===== config.mk =====
export PLATFORM = sky130hd
export DESIGN_NAME = edge_meas_sched
export DESIGN_NICKNAME = d
export VERILOG_FILES = /design/src/rtl/edge_meas_sched.sv
export SDC_FILE = /design/constraint.sdc
export NUM_CORES = 1
export LEC_CHECK = 0
export ABC_AREA = 1
export CAP_MARGIN = 20
export CORE_MARGIN = 2
export CORE_UTILIZATION = 45
export DETAILED_ROUTE_END_ITERATION = 10
export PLACE_DENSITY = 0.7
export REMOVE_ABC_BUFFERS = 1
export SETUP_SLACK_MARGIN = 0.3
export SLEW_MARGIN = 20
export SYNTH_ARGS = -nofsm -noshare
export SYNTH_HDL_FRONTEND = slang
export SYNTH_SLANG_ARGS = --single-unit

===== constraint.sdc =====
create_clock -name clk -period 1.7 [get_ports clk]
set_clock_uncertainty 0.15 [all_clocks]
set_input_delay 0.425 -clock clk [delete_from_list [all_inputs] [get_ports clk]]
set_output_delay 0.425 -clock clk [all_outputs]
set_load 0.05 [all_outputs]

===== src/rtl/edge_meas_sched.sv =====
// edge_meas_sched
//   Sweeps the enabled channels in ascending order. For each channel it counts
//   the rising edges seen on that channel's synchronized input during a fixed
//   window. It then presents the count through a valid/ready result port.
//
// Ports
//   clk        system clock, rising edge
//   reset      asynchronous, active-low reset
//   sig_in     asynchronous pulse inputs, one per channel
//   chan_en    channel enable mask, captured on an accepted start
//   win_len    window length in clk cycles, captured on an accepted start
//   start      single-cycle sweep request (honoured only when idle)
//   stop       synchronous abort, highest priority
//   res_ready  result consumer ready
//   res_valid  result available
//   res_chan   channel index of the result
//   res_count  rising-edge count of the result (saturating)
//   res_sat    count saturated during the window
//   busy       high whenever a sweep is in progress
module edge_meas_sched #(
  parameter int NCH   = 4,
  parameter int CNT_W = 8,
  parameter int WIN_W = 16
) (
  input  logic             clk,
  input  logic             reset,
  input  logic [NCH-1:0]   sig_in,
  input  logic [NCH-1:0]   chan_en,
  input  logic [WIN_W-1:0] win_len,
  input  logic             start,
  input  logic             stop,
  input  logic             res_ready,
  output logic             res_valid,
  output logic [1:0]       res_chan,
  output logic [CNT_W-1:0] res_count,
  output logic             res_sat,
  output logic             busy
);

  typedef enum logic [1:0] {IDLE, LOAD, MEASURE, REPORT} state_t;

  state_t           state_q, state_d;
  logic [NCH-1:0]   sync1_q, sync1_d;
  logic [NCH-1:0]   sync2_q, sync2_d;
  logic [NCH-1:0]   hist_q, hist_d;
  logic [NCH-1:0]   mask_q, mask_d;
  logic [WIN_W-1:0] win_q, win_d;
  logic [WIN_W-1:0] timer_q, timer_d;
  logic [1:0]       sel_q, sel_d;
  logic [CNT_W-1:0] cnt_q, cnt_d;
  logic             sat_q, sat_d;

  logic [NCH-1:0]   edge_det;
  logic [2:0]       nxt;

  // Lowest set bit of m whose index is >= from; result is {found, index}.
  function automatic logic [2:0] first_set(input logic [NCH-1:0] m,
                                           input logic [2:0] from);
    logic [2:0] r;
    r = 3'd0;
    for (int i = NCH - 1; i >= 0; i--) begin
      if (m[i] && (i >= int'(from))) begin
        r = {1'b1, 2'(i)};
      end
    end
    return r;
  endfunction

  // The synchronizer and history run freely, independent of the FSM, so a
  // level that is already high when a window opens is never counted.
  assign edge_det = sync2_q & ~hist_q;

  always_comb begin
    state_d = state_q;
    sync1_d = sig_in;
    sync2_d = sync1_q;
    hist_d  = sync2_q;
    mask_d  = mask_q;
    win_d   = win_q;
    timer_d = timer_q;
    sel_d   = sel_q;
    cnt_d   = cnt_q;
    sat_d   = sat_q;
    nxt     = 3'd0;

    case (state_q)
      IDLE: begin
        if (start && (chan_en != '0)) begin
          nxt     = first_set(chan_en, 3'd0);
          mask_d  = chan_en;
          win_d   = win_len;
          sel_d   = nxt[1:0];
          state_d = LOAD;
        end
      end
      LOAD: begin
        cnt_d   = '0;
        sat_d   = 1'b0;
        // A zero length still gives a one-cycle window.
        timer_d = (win_q == '0) ? WIN_W'(1) : win_q;
        state_d = MEASURE;
      end
      MEASURE: begin
        if (edge_det[sel_q]) begin
          if (cnt_q == {CNT_W{1'b1}}) begin
            sat_d = 1'b1;
          end else begin
            cnt_d = cnt_q + CNT_W'(1);
          end
        end
        timer_d = timer_q - WIN_W'(1);
        if (timer_q <= WIN_W'(1)) begin
          state_d = REPORT;
        end
      end
      REPORT: begin
        if (res_ready) begin
          nxt = first_set(mask_q, {1'b0, sel_q} + 3'd1);
          if (nxt[2]) begin
            sel_d   = nxt[1:0];
            state_d = LOAD;
          end else begin
            state_d = IDLE;
          end
        end
      end
      default: state_d = IDLE;
    endcase

    // stop overrides start, a transfer and window completion alike.
    if (stop) begin
      state_d = IDLE;
    end
  end

  always_ff @(posedge clk or negedge reset) begin
    if (!reset) begin
      state_q <= IDLE;
      sync1_q <= '0;
      sync2_q <= '0;
      hist_q  <= '0;
      mask_q  <= '0;
      win_q   <= '0;
      timer_q <= '0;
      sel_q   <= '0;
      cnt_q   <= '0;
      sat_q   <= 1'b0;
    end else begin
      state_q <= state_d;
      sync1_q <= sync1_d;
      sync2_q <= sync2_d;
      hist_q  <= hist_d;
      mask_q  <= mask_d;
      win_q   <= win_d;
      timer_q <= timer_d;
      sel_q   <= sel_d;
      cnt_q   <= cnt_d;
      sat_q   <= sat_d;
    end
  end

  // A pending result is withdrawn in the same cycle that stop is raised.
  assign res_valid = (state_q == REPORT) && !stop;
  assign res_chan  = sel_q;
  assign res_count = cnt_q;
  assign res_sat   = sat_q;
  assign busy      = (state_q != IDLE);

endmodule


==> metrics.txt, run 1 <==
status finished with violations; failing checks negative setup slack; largest fanout on the critical path 3; port bufs 41; total power 7.95 mW; Initial Utilization 46.5%; DR vias 3,106; WP data arrival 1300 ps; asr flop ratio synth 100%; Post-Syn Area 3140 µm²; Routability Congestion 0.894; yosys warns 0; leakage 2.10 nW; Cell variety after synth 29; first drt pass iteration count 4; P&R area growth vs syn 47.3%; crit start category flip-flop; Peak Freq 532 MHz; htree depth 3; antenna viol nets, final 0; synthesized instance count 413; Max Cap Viol 0; initial antenna violation count 0; nature of the critical path endpoint output pin; Worst-path clk slew 80 ps; Switch Pwr 3.49 mW; first-pass GRT wire length 13,300 µm; final setup fails 6; Clock Power Share 16.7%; clock buffer depth 2; clock sink count 60; RSZ-0062 raised after global routing true; Remaining DRCs 0; Sw Share 43.9%; Final Hold Vio Count 0; clk_lat worst skew 340 ps; fin. max-slew vios 0; EDFF count, synth 0; core box area 6760 µm²; WL/cell 14.2 µm; die area 7660 µm²; Die W 87.5 µm; Root Buffer clkbuf_8; share of cells above drive strength 1 26.9%; final WL 8380 µm; min Tclk post-route 1880 ps; worst hold path type reg2reg; Synth Register Bits 60; GRT Total Usage 22.0%; WHS 200 ps; share of the synthesized area in the top cell type 47.8%; via-per-instance ratio 5.27; fin crit share 111%; CTS tree yes; Final Cell Area 4620 µm²; critical path type reg2out; final worst slack -179 ps; Rel. slew slack 73.8%; register share of total power 29.7%; Post-DP Area 3970 µm²; Yosys top cell by area dfrtp_1; largest net degree at the start of global routing 37; WP data required 1120 ps; Power Dens Cells 1720 nW/µm²; GRT Residual Overflow 0; Num CTS Buffers 9; largest vdd supply drop 1.26 mV; HPWL Detailed 5360 µm; Row Count 30; die height 87.5 µm; IO Pins 42; fillers 509; combinational cell fraction of total power 53.6%; ys flop type dfrtp_1; top cells by area, synth dfrtp_1 48%, nand2_1 12%, nor2_1 7.1%; vias in the first global route 3,007; Int Power 4.46 mW; Worst Tran Pin Value 393 ps; diode count 0; Synth Area per Inst 7.60 µm²; final net count 540; DRT iter0 DRCs 231; sequential area share after synthesis 47.8%
[path summary, 6_finish.rpt]
path / from / endpoint / slack, ps / depth (start not counted)
worst max-delay path: state_q[1] / res_valid / -180 / 5
worst min-delay path: sync1_q[1] / hist_d[1] / 200 / 0
worst max register to register: state_q[1] / res_chan[0] / -100 / 12
worst min register to register: sync1_q[1] / hist_d[1] / 200 / 0
max in group asynchronous: reset / win_q[9] / 470 / 3
min in group asynchronous: reset / hist_q[3] / 390 / 2
[layer usage]
layer	share of wire, %	GRT usage [%]
met1	44	28.1
met2	49	35.5
met3	5.6	7.07
met4	1.9	7.41
met5	0	0
[metrics by stage]
stage	cells	setup TNS, ps	worst slack (ps)	util, %
floorplan	401	-10840	-530	-
CTS	580	-469	-174	64.9
global route	589	-1830	-239	68.4
finish	589	-678	-179	68.4
global placement	551	-2510	-130	58.7
detailed placement	551	-3760	-215	58.7
[power by group through the flow]
| stage | registers, mW | logic [mW] | clock network [mW] |
|---|---|---|---|
| 5_1_grt | 2.41 | 4.67 | 1.43 |
| 2_1_floorplan | 2.31 | 1.96 | 0 |
| 6_report | 2.36 | 4.26 | 1.33 |
| 4_1_cts | 2.28 | 3.71 | 1.37 |
| 3_3_place_gp | 2.28 | 3.29 | 0 |
| 3_5_place_dp | 2.29 | 3.39 | 0 |
[cell type report]
cell class	instances	area [µm²]	share of cell area, %
Clock buffer	9	124	2.68
Clock inverter	7	81.3	1.76
Inverter	48	188	4.06
Multi-Input combinational cell	294	1610	34.8
Sequential cell	60	1510	32.7
Tap cell	80	100	2.16
Timing Repair Buffer	91	1010	21.9
[critical path, stage by stage, from the launching register on]
cell and delay [ps]:
dfrtp_1 420, buf_6 140, ha_4 160, inv_4 60, nor2_4 30, buf_12 140
[cells in the final DEF, fill, tap and decap left out, types with 7 or more instances in the layout]
master / count
nand2_1: 95
dfrtp_1: 53
nor2_1: 46
inv_1: 40
buf_4: 32
a21oi_1: 28
clkdlybuf4s50_1: 27
nand3_1: 26
o21ai_0: 16
buf_12: 16
o21ai_1: 14
buf_6: 12
clkbuf_8: 9
nor2_4: 8
nand4_1: 8
nor2_2: 7
nand3b_1: 7
dfrtp_2: 7
[cells by family after synthesis]
| family | after synthesis | synth area share, % |
|---|---|---|
| buf+inv | 60 | 7.77 |
| compound gates | 72 | 12.2 |
| fa+ha+maj | 7 | 2.79 |
| mux | 1 | 0.359 |
| xor+xnor | 1 | 0.279 |
| simple gates | 212 | 28.8 |
| flops | 60 | 47.8 |
[sequential cells by signal, indices dropped and copies added (netlist names), 2 cells and up]
register / cells
timer_q: 16
win_q: 16
res_count: 8
hist_d: 4
hist_q: 4
sync1_q: 4
mask_q: 3
res_chan: 2
state_q: 2
[synthesized netlist by cell type (all sizes together), types with 5 or more instances]
cell / instances
buf: 7
nand3: 31
nand3b: 7
inv: 48
a21oi: 33
dfrtp: 60
o21ai: 32
nor2: 61
nand2: 103
clkbuf: 5
nand4: 8
ha: 7
[repair_timing]
action / in CTS / in global routing
setup endpoints to repair: 61 / 61
setup buffers: 11 / 7
pin swaps: 7 / 9
endpoints found under the hold margin: 14 / 0
gates resized for setup: 39 / 46
cloned: 1 / 2
hold buffers: 1 / 0
No activity file was read; power rests on OpenSTA's default activity.
==> inputs of run 2 (changes only) <==
--- a/config.mk
+++ b/config.mk
@@ -9,6 +9,7 @@
 export CAP_MARGIN = 20
 export CORE_MARGIN = 2
 export CORE_UTILIZATION = 45
+export CTS_CLUSTER_SIZE = 30
 export DETAILED_ROUTE_END_ITERATION = 10
 export PLACE_DENSITY = 0.7
 export REMOVE_ABC_BUFFERS = 1
==> results of run 2 <==
Same layout as run 1: the final DEF is identical, and so are final timing and power.
==> inputs of run 3 (changes only) <==
--- a/config.mk
+++ b/config.mk
@@ -9,7 +9,7 @@
 export CAP_MARGIN = 20
 export CORE_MARGIN = 2
 export CORE_UTILIZATION = 45
-export CTS_CLUSTER_SIZE = 30
+export CTS_CLUSTER_DIAMETER = 60
 export DETAILED_ROUTE_END_ITERATION = 10
 export PLACE_DENSITY = 0.7
 export REMOVE_ABC_BUFFERS = 1
==> results of run 3 <==
Same layout as run 1: the final DEF is identical, and so are final timing and power.
